[src/rtl/uart_pkg.sv]
// Shared UART definitions: FSM state encoding (also used by the RX path),
// oversampling constants and the parity fold helper.
package uart_pkg;

    localparam int OVERSAMPLE = 16;
    localparam int TICK_CNT_W = 4;

    typedef enum logic [2:0] {
        ST_IDLE   = 3'd0,
        ST_START  = 3'd1,
        ST_DATA   = 3'd2,
        ST_PARITY = 3'd3,
        ST_STOP   = 3'd4
    } uart_state_e;

    // Folds one more data bit into a running parity accumulator.
    function automatic logic parity_fold(input logic acc, input logic data_bit);
        return acc ^ data_bit;
    endfunction

endpackage

[src/rtl/uart_tx_bit_timer.sv]
// Bit timer for the UART transmitter: counts baud_x16_en strobes and pulses
// bit_done on the strobe that completes a 16-tick bit. clr has priority over
// tick, so a strobe coinciding with clr is not counted.
module uart_tx_bit_timer
    import uart_pkg::*;
(
    input  logic clk,
    input  logic rst_n,
    input  logic clr,
    input  logic tick,
    output logic bit_done
);

    localparam logic [TICK_CNT_W-1:0] LAST_TICK = TICK_CNT_W'(OVERSAMPLE - 1);

    logic [TICK_CNT_W-1:0] cnt_q;
    logic [TICK_CNT_W-1:0] cnt_d;

    // Next tick count: clear on accept, otherwise advance (and wrap) per strobe.
    always_comb begin
        cnt_d = cnt_q;
        if (clr) begin
            cnt_d = '0;
        end else if (tick) begin
            cnt_d = cnt_q + TICK_CNT_W'(1);
        end else begin
            cnt_d = cnt_q;
        end
    end

    // Tick counter register.
    always_ff @(posedge clk or negedge rst_n) begin
        if (!rst_n) begin
            cnt_q <= '0;
        end else begin
            cnt_q <= cnt_d;
        end
    end

    assign bit_done = tick && !clr && (cnt_q == LAST_TICK);

endmodule

[src/rtl/uart_tx.sv]
// UART transmitter: start bit, DATA_WIDTH data bits LSB first, optional
// parity bit, STOP_BITS stop bits, paced by the 16x baud strobe.
// Optional feature: define UART_TX_PARITY_EN to compile in the parity bit;
// PARITY_ODD then selects odd (1) or even (0) parity.
// All outputs come straight from flops; next-cycle values are derived from
// the next FSM state so tx changes on the same edge as the state.
module uart_tx
    import uart_pkg::*;
#(
    parameter int DATA_WIDTH = 8,
    parameter int STOP_BITS  = 1,
    parameter int PARITY_ODD = 0
) (
    input  logic                  clk,
    input  logic                  rst_n,
    input  logic                  baud_x16_en,
    input  logic [DATA_WIDTH-1:0] tx_data,
    input  logic                  tx_valid,
    output logic                  tx_ready,
    output logic                  tx,
    output logic                  tx_busy
);

    localparam logic [3:0] LAST_DATA_IDX = 4'(DATA_WIDTH - 1);
    localparam logic [3:0] LAST_STOP_IDX = 4'(STOP_BITS - 1);

    uart_state_e           state_q;
    uart_state_e           state_d;
    logic [DATA_WIDTH-1:0] shift_q;
    logic [DATA_WIDTH-1:0] shift_d;
    logic [3:0]            bit_idx_q;
    logic [3:0]            bit_idx_d;
    logic                  tx_q;
    logic                  tx_d;
    logic                  tx_ready_q;
    logic                  tx_ready_d;
    logic                  tx_busy_q;
    logic                  tx_busy_d;
    logic                  accept_s;
    logic                  bit_done_s;
`ifdef UART_TX_PARITY_EN
    logic                  par_q;
    logic                  par_d;
`else
    logic                  unused_parity_odd_s;
    assign unused_parity_odd_s = 1'(PARITY_ODD);
`endif

    assign accept_s = tx_valid && tx_ready_q;

    uart_tx_bit_timer u_bit_timer (
        .clk      (clk),
        .rst_n    (rst_n),
        .clr      (accept_s),
        .tick     (baud_x16_en),
        .bit_done (bit_done_s)
    );

    // State, datapath and output registers.
    always_ff @(posedge clk or negedge rst_n) begin
        if (!rst_n) begin
            state_q    <= ST_IDLE;
            shift_q    <= '0;
            bit_idx_q  <= 4'd0;
            tx_q       <= 1'b1;
            tx_ready_q <= 1'b1;
            tx_busy_q  <= 1'b0;
`ifdef UART_TX_PARITY_EN
            par_q      <= 1'b0;
`endif
        end else begin
            state_q    <= state_d;
            shift_q    <= shift_d;
            bit_idx_q  <= bit_idx_d;
            tx_q       <= tx_d;
            tx_ready_q <= tx_ready_d;
            tx_busy_q  <= tx_busy_d;
`ifdef UART_TX_PARITY_EN
            par_q      <= par_d;
`endif
        end
    end

    // Next-state logic: frame sequencing, data shifting and parity folding.
    always_comb begin
        state_d   = state_q;
        shift_d   = shift_q;
        bit_idx_d = bit_idx_q;
`ifdef UART_TX_PARITY_EN
        par_d     = par_q;
`endif
        case (state_q)
            ST_IDLE: begin
                if (accept_s) begin
                    state_d   = ST_START;
                    shift_d   = tx_data;
                    bit_idx_d = 4'd0;
`ifdef UART_TX_PARITY_EN
                    par_d     = 1'(PARITY_ODD);
`endif
                end else begin
                    state_d   = ST_IDLE;
                end
            end
            ST_START: begin
                if (bit_done_s) begin
                    state_d = ST_DATA;
                end else begin
                    state_d = ST_START;
                end
            end
            ST_DATA: begin
                if (bit_done_s) begin
                    shift_d = {1'b0, shift_q[DATA_WIDTH-1:1]};
`ifdef UART_TX_PARITY_EN
                    par_d   = parity_fold(par_q, shift_q[0]);
`endif
                    if (bit_idx_q == LAST_DATA_IDX) begin
                        bit_idx_d = 4'd0;
`ifdef UART_TX_PARITY_EN
                        state_d   = ST_PARITY;
`else
                        state_d   = ST_STOP;
`endif
                    end else begin
                        bit_idx_d = bit_idx_q + 4'd1;
                    end
                end else begin
                    state_d = ST_DATA;
                end
            end
`ifdef UART_TX_PARITY_EN
            ST_PARITY: begin
                if (bit_done_s) begin
                    state_d   = ST_STOP;
                    bit_idx_d = 4'd0;
                end else begin
                    state_d   = ST_PARITY;
                end
            end
`endif
            ST_STOP: begin
                if (bit_done_s) begin
                    if (bit_idx_q == LAST_STOP_IDX) begin
                        state_d   = ST_IDLE;
                        bit_idx_d = 4'd0;
                    end else begin
                        bit_idx_d = bit_idx_q + 4'd1;
                    end
                end else begin
                    state_d = ST_STOP;
                end
            end
            default: begin
                state_d   = ST_IDLE;
                bit_idx_d = 4'd0;
            end
        endcase
    end

    // Output decode from the next state so the output flops track the FSM.
    always_comb begin
        tx_d       = 1'b1;
        tx_ready_d = 1'b0;
        tx_busy_d  = 1'b1;
        case (state_d)
            ST_IDLE: begin
                tx_d       = 1'b1;
                tx_ready_d = 1'b1;
                tx_busy_d  = 1'b0;
            end
            ST_START: begin
                tx_d = 1'b0;
            end
            ST_DATA: begin
                tx_d = shift_d[0];
            end
`ifdef UART_TX_PARITY_EN
            ST_PARITY: begin
                tx_d = par_d;
            end
`endif
            ST_STOP: begin
                tx_d = 1'b1;
            end
            default: begin
                tx_d       = 1'b1;
                tx_ready_d = 1'b0;
                tx_busy_d  = 1'b0;
            end
        endcase
    end

    assign tx       = tx_q;
    assign tx_ready = tx_ready_q;
    assign tx_busy  = tx_busy_q;

endmodule

[config.mk]
export PLATFORM = sky130hd
export DESIGN_NAME = uart_tx
export DESIGN_NICKNAME = d
export VERILOG_FILES = /design/src/rtl/uart_pkg.sv /design/src/rtl/uart_tx_bit_timer.sv /design/src/rtl/uart_tx.sv
export SDC_FILE = /design/constraint.sdc
export NUM_CORES = 1
export LEC_CHECK = 0
export CELL_PAD_IN_SITES_DETAIL_PLACEMENT = 1
export CELL_PAD_IN_SITES_GLOBAL_PLACEMENT = 1
export CORE_ASPECT_RATIO = 1.4
export CORE_MARGIN = 2
export CORE_UTILIZATION = 45
export CTS_BUF_LIST = sky130_fd_sc_hd__clkbuf_16
export DETAILED_ROUTE_END_ITERATION = 16
export GPL_ROUTABILITY_DRIVEN = 0
export PLACE_DENSITY = 0.82
export SYNTH_ARGS = -nofsm -noshare
export SYNTH_HDL_FRONTEND = slang
export SYNTH_SLANG_ARGS = --single-unit
[constraint.sdc]
create_clock -name clk -period 4.7 [get_ports clk]
set_input_delay 0.705 -clock clk [delete_from_list [all_inputs] [get_ports clk]]
set_output_delay 0.705 -clock clk [all_outputs]
set_load 0.02 [all_outputs]
==> results of run 1 <==
[logic make-up (layout without fill, tap and decap cells)]
| group | after synthesis | in the layout | synth area share [%] |
|---|---|---|---|
| and+or+nand+nor | 41 | 41 | 21.93 |
| AOI/OAI and AO/OA | 28 | 28 | 19.80 |
| DFF | 22 | 22 | 49.44 |
| xor gates and xnor gates | 4 | 4 | 3.133 |
| buffers and inverters | 4 | 20 | 1.454 |
| adders and majority gates | 3 | 3 | 3.356 |
| muxes | 1 | 1 | 0.8949 |
[per-layer routing]
metal | vias to the layer above | wire, um
li1 | 412 | -
met1 | 423 | 1019
met2 | 11 | 1354
met3 | 4 | 34
met4 | 0 | 44
met5 | - | 0
[stage by stage]
step	util (%)	hold WS, ns	instance area (um^2)	cells
after global placement	54.07	0.4598	1279	138
after CTS	57.41	0.4810	1358	142
after detailed placement	54.07	0.4671	1279	138
after global routing	57.41	0.5079	1358	142
after floorplan	-	0.4094	1119	103
final	57.41	0.4794	1358	142
[path summary, 6_finish.rpt]
| kind | start | slack, ns | end | cells after the start |
|---|---|---|---|---|
| min in group asynchronous | rst_n | 1.00 | u_bit_timer.cnt_q[0] | 1 |
| setup reg to reg | bit_idx_q[0] | 2.75 | bit_idx_q[3] | 6 |
| hold / removal | shift_q[3] | 0.48 | shift_q[3] | 1 |
| hold reg to reg | shift_q[3] | 0.48 | shift_q[3] | 1 |
| max in group asynchronous | rst_n | 3.09 | bit_idx_q[3] | 1 |
| setup / recovery | baud_x16_en | 2.46 | shift_q[1] | 5 |
[where the power goes]
group	internal (mW)	leakage [nW]	switching [mW]	total [mW]
sequential	0.260	0.275	0.0484	0.308
combinational	0.0840	0.295	0.0777	0.162
clock	0.114	0.0385	0.0673	0.181
[sequential cells by signal (all words and copies together), names as in the netlist]
| signal | flops |
|---|---|
| tx_ready | 1 |
| tx | 1 |
| shift_q | 8 |
| tx_busy | 1 |
| state_q | 3 |
| u_bit_timer.cnt_q | 4 |
| bit_idx_q | 4 |
[final cells by class]
| class | instances | area [um^2] |
|---|---|---|
| fillers | 257 | 1007 |
| repair buffers | 14 | 140.1 |
| clock inverters | 1 | 3.754 |
| well taps | 23 | 28.78 |
| clock buffers | 3 | 75.07 |
| inverters | 2 | 7.507 |
| multi-input cells | 77 | 549.3 |
| flip-flops and latches | 22 | 553.0 |
[cell usage in the layout, fill, tap and decap left out, drive strengths merged, types with 3 or more instances in the layout]
cell type       n
or3b            3
nor3            4
nand2b          4
a22o            6
clkdlybuf4s50  14
ha              3
nor2            8
nand2           8
a21o            7
dfrtp          20
clkbuf          3
o21ai           4
==> reports/summary.txt, run 1 <==
dominant cell type by area after synthesis: dfrtp_1
DR vias/cell: 5.986
Layout Area Growth over Synthesis: 21.36%
initial drt markers: 15
outcome: complete, no violations
Top Usage Layer GRT: met2
Post-Synthesis Cells: 103
via count: 850
met3 Use GR: 2.601%
Final Net Count: 135
H-Tree Depth: 1
TNS Setup: 0 ns
clk root buf: clkbuf_16
top-area cell type share of the netlist area: 44.74%
Pwr Total: 650.6 uW
clock sink total: 22
initial antenna violation count: 0
Hold Path Class: flop to flop
unrepaired setup endpoints after global routing: false
EDFF count, synth: 0
crit path max-delay cell type: clkdlybuf4s50_1
WL per Instance: 17.27 um
Main synth FF type: dfrtp_1
Worst-Margin Slew: 0.9986 ns
Num CTS Buffers: 3
PD cells: 479.3 nW/um^2
ranking of synthesized cells by area: dfrtp_1 (45%), a21o_1 (4.7%), dfstp_2 (4.7%), a22o_1 (4.7%), ha_1 (3.4%)
largest net degree at the start of global routing: 23
Lkg Pwr: 0.6091 nW
CTS resizes: 0
CP bufs+invs: 1
Setup CP Type: input pin to flop
max-cap violations: 0
final period utilization: 47.63%
sequential area share after synthesis: 49.44%
layout cells sized above 1: 11.76%
Relative slew margins: 33.22%
yosys warns: 0
Die H: 62.99 um
met1 usage: 25.61%
number of remaining DRC errors: 0
Clock Pin Slew Worst Setup and Hold Paths: 0.06 ns
Yosys reg bits: 22
Netlist cell types: 41
TritonCTS clock tree: yes
Async SR Flop Fraction: 100.0%
Clock Skew: 0.001497 ns
num ports: 15
DRT Pass-1 Iters: 4
Clock Latency Late Sink: 0.25 ns
syn avg cell area: 10.86 um^2
chip width: 46.14 um
Syn Nets: 118
shortest period the worst path allows: 2.239 ns
die area: 2906 um^2
dpl ws: 2.187 ns
Max Freq: 446.7 MHz
worst-path fanout max: 10
Post-synth top cells: dfrtp_1 (20), nand2_1 (8), a21o_1 (7), nor2_1 (7), a22o_1 (6)
critical path capture point type: flop
startpoint types: input pin
diode count: 0
number of global-route vias before repair: 969
Final setup viols: 0
Worst Slack Setup Final: 2.461 ns
Congestion Overflow GR: 0
Setup Fix Bufs, Post-CTS: 0
dpl hpwl: 1830 um
CP top delay family: simple AND/OR/NAND/NOR gates
top-count cell post-synth: dfrtp_1
final wirelength: 2452 um
antenna-violating nets left: 0
met2 global-route usage: 35.59%
I/O Buffers: 14
Hold-fix buffers, CTS: 0
Initial Util: 47.30%
first-pass GRT wire length: 4450 um
num rows: 21
Slew Viols, Final: 0
core area: 2365 um^2
critical path's largest stage delay: 0.60 ns
Hold Fails Final Rpt: 0
VDD IR max: 0.0002544 V
Mapped Area: 1119 um^2
CP Cell Sequence: clkdlybuf4s50_1, nand4_1, nor3_4, nor2_2, a21o_1
GRT Total Usage: 20.87%
Critical Path AT: 2.38 ns
Critical Path RT: 4.84 ns
Clock Path Buffers: 2
(Power assumes the default switching activity.)
==> run 2: changes to the inputs <==
--- a/config.mk
+++ b/config.mk
@@ -9,11 +9,11 @@
 export CELL_PAD_IN_SITES_GLOBAL_PLACEMENT = 1
 export CORE_ASPECT_RATIO = 1.4
 export CORE_MARGIN = 2
-export CORE_UTILIZATION = 45
+export CORE_UTILIZATION = 42
 export CTS_BUF_LIST = sky130_fd_sc_hd__clkbuf_16
 export DETAILED_ROUTE_END_ITERATION = 16
 export GPL_ROUTABILITY_DRIVEN = 0
-export PLACE_DENSITY = 0.82
+export PLACE_DENSITY = 0.77
 export SYNTH_ARGS = -nofsm -noshare
 export SYNTH_HDL_FRONTEND = slang
 export SYNTH_SLANG_ARGS = --single-unit
==> constraint.sdc (replaced) <==
create_clock -name clk -period 2.1 [get_ports clk]
set_input_delay 0.315 -clock clk [delete_from_list [all_inputs] [get_ports clk]]
set_output_delay 0.315 -clock clk [all_outputs]
set_load 0.02 [all_outputs]
==> run 2 against run 1 <==
Against the previous run:
- non-clock buffer count up 5
- utilization down 2.9 points
- clock power up 130%
- clock skew about the same
- critical path depth up 1
- sequential cell count unchanged
- wire length up 0.49%
- critical endpoint is now bit_idx_q[3]
- via count up 2.2%
- sequential power up 120%
- die area up 6.6%
==> reports/summary.txt, run 2 (synthesis results as in run 1) <==
met2 global-route usage: 33.28% (-2.3 points)
commonest non-fill, non-tap cell in the layout: dfrtp_1
num ports: 15 (unchanged)
register area: 553.0 um^2 (unchanged)
DRT Pass-1 Iters: 4 (unchanged)
GRT Total Usage: 18.99% (-1.9 points)
PD cells: 1044 nW/um^2 (+120%)
shortest period the worst path allows: 1.893 ns
Final Net Count: 140 (+3.7%)
number of global-route vias before repair: 958 (-1.1%)
antenna-violating nets left: 0 (unchanged)
clk root buf: clkbuf_16
Critical Path RT: 2.25 ns (-2.59 ns)
Initial Util: 43.23% (-4.1 points)
met3 Use GR: 2.507% (-0.094 points)
Relative slew margins: 63.33% (+30 points)
diode count: 0 (unchanged)
Setup Fix Bufs, Post-CTS: 0 (unchanged)
Die H: 65.06 um (+3.3%)
Slew Viols, Final: 0 (unchanged)
Clock Pin Slew Worst Setup and Hold Paths: 0.06 ns (about the same)
Fillers: 302 (+18%)
Setup CP Type: flop to flop
H-Tree Depth: 1 (unchanged)
unrepaired setup endpoints after global routing: false
Hold-fix buffers, CTS: 0 (unchanged)
Final setup viols: 0 (unchanged)
Worst Slack Setup Final: 0.2075 ns (-2.254 ns)
area of the multi-input gates: 549.3 um^2 (unchanged)
worst-path fanout max: 5 (-5)
Clock Latency Late Sink: 0.26 ns (about the same)
layout cells sized above 1: 15.32% (+3.6 points)
I/O Buffers: 14 (unchanged)
final period utilization: 90.12%
WL per Instance: 15.40 um (-11%)
die area: 3098 um^2 (+6.6%)
reg2reg path depth: 6 (unchanged)
Hold Fails Final Rpt: 0 (unchanged)
Max Freq: 528.4 MHz
largest net degree at the start of global routing: 23 (unchanged)
Worst-Margin Slew: 0.5468 ns (-0.4518 ns)
core area: 2587 um^2 (+9.4%)
startpoint types: flop
DR vias/cell: 5.431 (-9.3%)
Critical Path AT: 2.04 ns (-0.34 ns)
chip width: 47.62 um (+3.2%)
max FFs per register: 8 (unchanged)
Clock Path Buffers: 2 (unchanged)
via count: 869 (+2.2%)
Layout Area Growth over Synthesis: 26.17%
Clock Skew: 0.001664 ns (+0.0001678 ns)
critical path capture point type: flop
clock sink total: 22 (unchanged)
largest registers: shift_q x8, bit_idx_q x4, u_bit_timer.cnt_q x4
Congestion Overflow GR: 0 (unchanged)
num rows: 22 (+4.8%)
Top Usage Layer GRT: met2
Hold Path Class: input pin to asynchronous set/reset pin
initial antenna violation count: 0 (unchanged)
max-cap violations: 0 (unchanged)
number of remaining DRC errors: 0 (unchanged)
TNS Setup: 0 ns (unchanged)
Lkg Pwr: 0.6349 nW (+4.2%)
Num CTS Buffers: 3 (unchanged)
CTS resizes: 0 (unchanged)
dpl hpwl: 1890 um (+3.3%)
dpl ws: 0.04604 ns (-2.141 ns)
VDD IR max: 0.0005914 V (+130%)
final wirelength: 2464 um (+0.49%)
outcome: complete, no violations
first-pass GRT wire length: 4222 um (-5.1%)
TritonCTS clock tree: yes
initial drt markers: 7 (-8)
most frequent cells in the layout: dfrtp_1 (20), clkdlybuf4s50_1 (14), nand2_1 (8)
met1 usage: 21.76% (-3.8 points)
Largest Register: shift_q
## run 2: changes by cell type in the layout (fill, tap and decap cells not counted)
cell | previous run | this run
buf_4 | 0 | 5
## run 2: stage by stage
stage / util, % / hold slack [ns] / area (um^2) / power (mW) / std cells
global route: 54.55 / 0.4622 / 1411 / 1.557 / 160
global placement: 51.50 / 0.4622 / 1333 / 1.048 / 156
detailed placement: 51.50 / 0.4659 / 1333 / 1.074 / 156
finish: 54.55 / 0.4076 / 1411 / 1.473 / 160
floorplan: - / 0.01941 / 1119 / 0.9106 / 103
CTS: 54.55 / 0.4187 / 1411 / 1.490 / 160
## run 2: layout make-up
class                           instances  area share [%]
Clock inverter                          1          0.2660
Clock buffer                            3           5.319
Sequential cell                        22           39.18
Inverter                                2          0.5319
Tap cell                               36           3.191
Timing Repair Buffer                   19           12.59
Multi-Input combinational cell         77           38.92
## run 2: critical path: stages, from the launching register on
cell     delay, ns
dfrtp_1       0.42
inv_1         0.07
ha_1          0.16
or3b_2        0.46
a22oi_1       0.31
nor2_1        0.09
a211o_1       0.27
## run 2: power breakdown
part	internal [mW]	total [mW]	switching, mW
Sequential	0.582	0.689	0.108
Clock	0.254	0.409	0.155
Combinational	0.199	0.375	0.176
## run 2: worst paths after layout
check | slack [ns] | endpoint | startpoint
max in group asynchronous | 1.41 | tx_ready | rst_n
worst min-delay path | 0.41 | shift_q[4] | rst_n
worst max-delay path | 0.21 | bit_idx_q[3] | bit_idx_q[0]
worst max register to register | 0.21 | bit_idx_q[3] | bit_idx_q[0]
worst min register to register | 0.47 | shift_q[4] | shift_q[4]
min in group clk | 0.47 | shift_q[4] | shift_q[4]
## run 2: layer usage
| layer | vias up | share of wire [%] |
|---|---|---|
| met5 | - | 0 |
| met4 | 0 | 2.2 |
| met2 | 12 | 55 |
| met3 | 5 | 1.9 |
| met1 | 431 | 41 |
| li1 | 421 | - |
==> run 3: changes to the inputs <==
--- a/config.mk
+++ b/config.mk
@@ -14,6 +14,8 @@
 export DETAILED_ROUTE_END_ITERATION = 16
 export GPL_ROUTABILITY_DRIVEN = 0
 export PLACE_DENSITY = 0.77
+export RECOVER_POWER = 50
+export REMOVE_ABC_BUFFERS = 1
 export SYNTH_ARGS = -nofsm -noshare
 export SYNTH_HDL_FRONTEND = slang
 export SYNTH_SLANG_ARGS = --single-unit
==> run 3 against run 2 <==
Against the previous run:
- critical path depth unchanged
- combinational power down 2%
- die area unchanged
- sequential power about the same
- wire length down 1.3%
- count of clock-buffer cells in the layout unchanged
- hold slack better by 0.073 ns
- clock skew about the same
==> reports/summary.txt, run 3 (synthesis results as in run 1) <==
I/O Buffers: 14 (unchanged)
Relative slew margins: 20.04% (-43 points)
dpl ws: 0.1008 ns (+0.05473 ns)
Clock Latency Late Sink: 0.26 ns (about the same)
Pwr Total: 1.587 mW (+7.7%)
Critical Path End: bit_idx_q[3]
first-pass GRT wire length: 4209 um (-0.31%)
PD cells: 1112 nW/um^2 (+6.6%)
Clock Skew: 0.002064 ns (+0.0003996 ns)
final wirelength: 2431 um (-1.3%)
num rows: 22 (unchanged)
final period utilization: 91.83% (+1.7 points)
Critical Path Source: bit_idx_q[0]
VDD IR max: 0.0005713 V (-3.4%)
worst-path fanout max: 5 (unchanged)
critical path capture point type: flop
Largest Register: shift_q
diode count: 0 (unchanged)
Layout Area Growth over Synthesis: 27.52%
Final Net Count: 139 (-0.71%)
layout cells sized above 1: 14.63% (-0.69 points)
Hold Path Class: flop to flop
initial antenna violation count: 0 (unchanged)
Hold-fix buffers, CTS: 0 (unchanged)
Slew Viols, Final: 0 (unchanged)
Lkg Pwr: 0.6378 nW (+0.47%)
num ports: 15 (unchanged)
Die H: 65.06 um (unchanged)
largest registers: shift_q x8, bit_idx_q x4, u_bit_timer.cnt_q x4
R2R Setup Slk: 0.17 ns (-0.04 ns)
chip width: 47.62 um (unchanged)
DRT Pass-1 Iters: 4 (unchanged)
Fillers: 298 (-1.3%)
Critical Path AT: 2.07 ns (+0.03 ns)
TritonCTS clock tree: yes
min-delay src: shift_q[5]
GRT Total Usage: 18.65% (-0.34 points)
dpl hpwl: 1758 um (-7.0%)
Critical Path RT: 2.24 ns (about the same)
final std cells w/o fill: 159 (-0.63%)
initial drt markers: 7 (unchanged)
Max Freq: 518.6 MHz (-1.9%)
die area: 3098 um^2 (unchanged)
Final setup viols: 0 (unchanged)
largest net degree at the start of global routing: 23 (unchanged)
Setup Fix Bufs, Post-CTS: 0 (unchanged)
Congestion Overflow GR: 0 (unchanged)
max FFs per register: 8 (unchanged)
H-Tree Depth: 1 (unchanged)
worst r2r dst: bit_idx_q[3]
DR vias/cell: 5.648 (+4.0%)
number of global-route vias before repair: 990 (+3.3%)
clk root buf: clkbuf_16
placed cell count: 155 (-0.64%)
reg2reg path depth: 6 (unchanged)
Hold Fails Final Rpt: 0 (unchanged)
max-cap violations: 0 (unchanged)
antenna-violating nets left: 0 (unchanged)
hold depth: 1
shortest period the worst path allows: 1.928 ns (+0.03586 ns)
Clock Path Buffers: 2 (unchanged)
Worst-Margin Slew: 1.199 ns (+0.6526 ns)
Num CTS Buffers: 3 (unchanged)
core area: 2587 um^2 (unchanged)
Worst Slack Setup Final: 0.1716 ns (-0.03586 ns)
Setup CP Type: flop to flop
WL per Instance: 15.29 um (-0.72%)
via count: 898 (+3.3%)
CTS resizes: 0 (unchanged)
most frequent cells in the layout: dfrtp_1 (20), clkdlybuf4s50_1 (13), nand2_1 (8)
commonest non-fill, non-tap cell in the layout: dfrtp_1
startpoint types: flop
number of remaining DRC errors: 0 (unchanged)
Clock Pin Slew Worst Setup and Hold Paths: 0.06 ns (about the same)
unrepaired setup endpoints after global routing: false
reg-to-reg startpoint: bit_idx_q[0]
clock sink total: 22 (unchanged)
TNS Setup: 0 ns (unchanged)
outcome: complete, no violations
Initial Util: 43.23% (unchanged)
## run 3: changes by cell type in the layout (fill, tap and decap cells not counted)
cell / change
clkbuf_1: +1
and2_1: -1
bufinv_16: +1
clkinv_1: -1
buf_4: -2
clkdlybuf4s50_1: -1
dlygate4sd3_1: +1
and2_0: +1
## run 3: cell type report
type / instances / area, um^2 / area share, %
repair buffers: 18 / 166.4 / 11.67
clock inverters: 1 / 30.03 / 2.105
multi-input cells: 77 / 549.3 / 38.51
well taps: 36 / 45.04 / 3.158
clock buffers: 3 / 75.07 / 5.263
inverters: 2 / 7.507 / 0.5263
flip-flops and latches: 22 / 553.0 / 38.77
## run 3: layer usage
layer | GRT usage (%) | part of all wire [%] | routed length [um] | vias to the layer above
li1 | - | - | - | 418
met1 | 21.68 | 39 | 958 | 453
met2 | 32.43 | 55 | 1339 | 20
met3 | 2.507 | 3.2 | 78 | 7
met4 | 7.770 | 2.2 | 54 | 0
met5 | 0 | 0 | 0 | -
## run 3: through the flow
step | hold slack, ns | util [%] | area [um^2]
after floorplan | 0.01941 | - | 1110
after global placement | 0.4650 | 51.21 | 1325
after detailed placement | 0.4699 | 51.21 | 1325
after CTS | 0.4267 | 55.27 | 1430
after global routing | 0.5053 | 55.13 | 1426
final | 0.4809 | 55.13 | 1426
## run 3: where the power goes
group | internal [mW] | switching, mW
Sequential | 0.581 | 0.106
Combinational | 0.192 | 0.174
Clock | 0.379 | 0.155
## run 3: how the worst min path moves through the flow
stage | end | slack [ns]
after floorplan | bit_idx_q[0] | 0.02
after global placement | shift_q[2] | 0.47
after detailed placement | shift_q[5] | 0.47
after CTS | u_bit_timer.cnt_q[3] | 0.43
after global routing | shift_q[6] | 0.51
final | shift_q[5] | 0.48
## run 3: worst max-delay path: stages (launching register included)
cell and delay [ns]:
dfrtp_1 0.43, inv_1 0.08, ha_1 0.14, or3b_2 0.47, a22oi_1 0.34, nor2_1 0.09
a211o_1 0.27
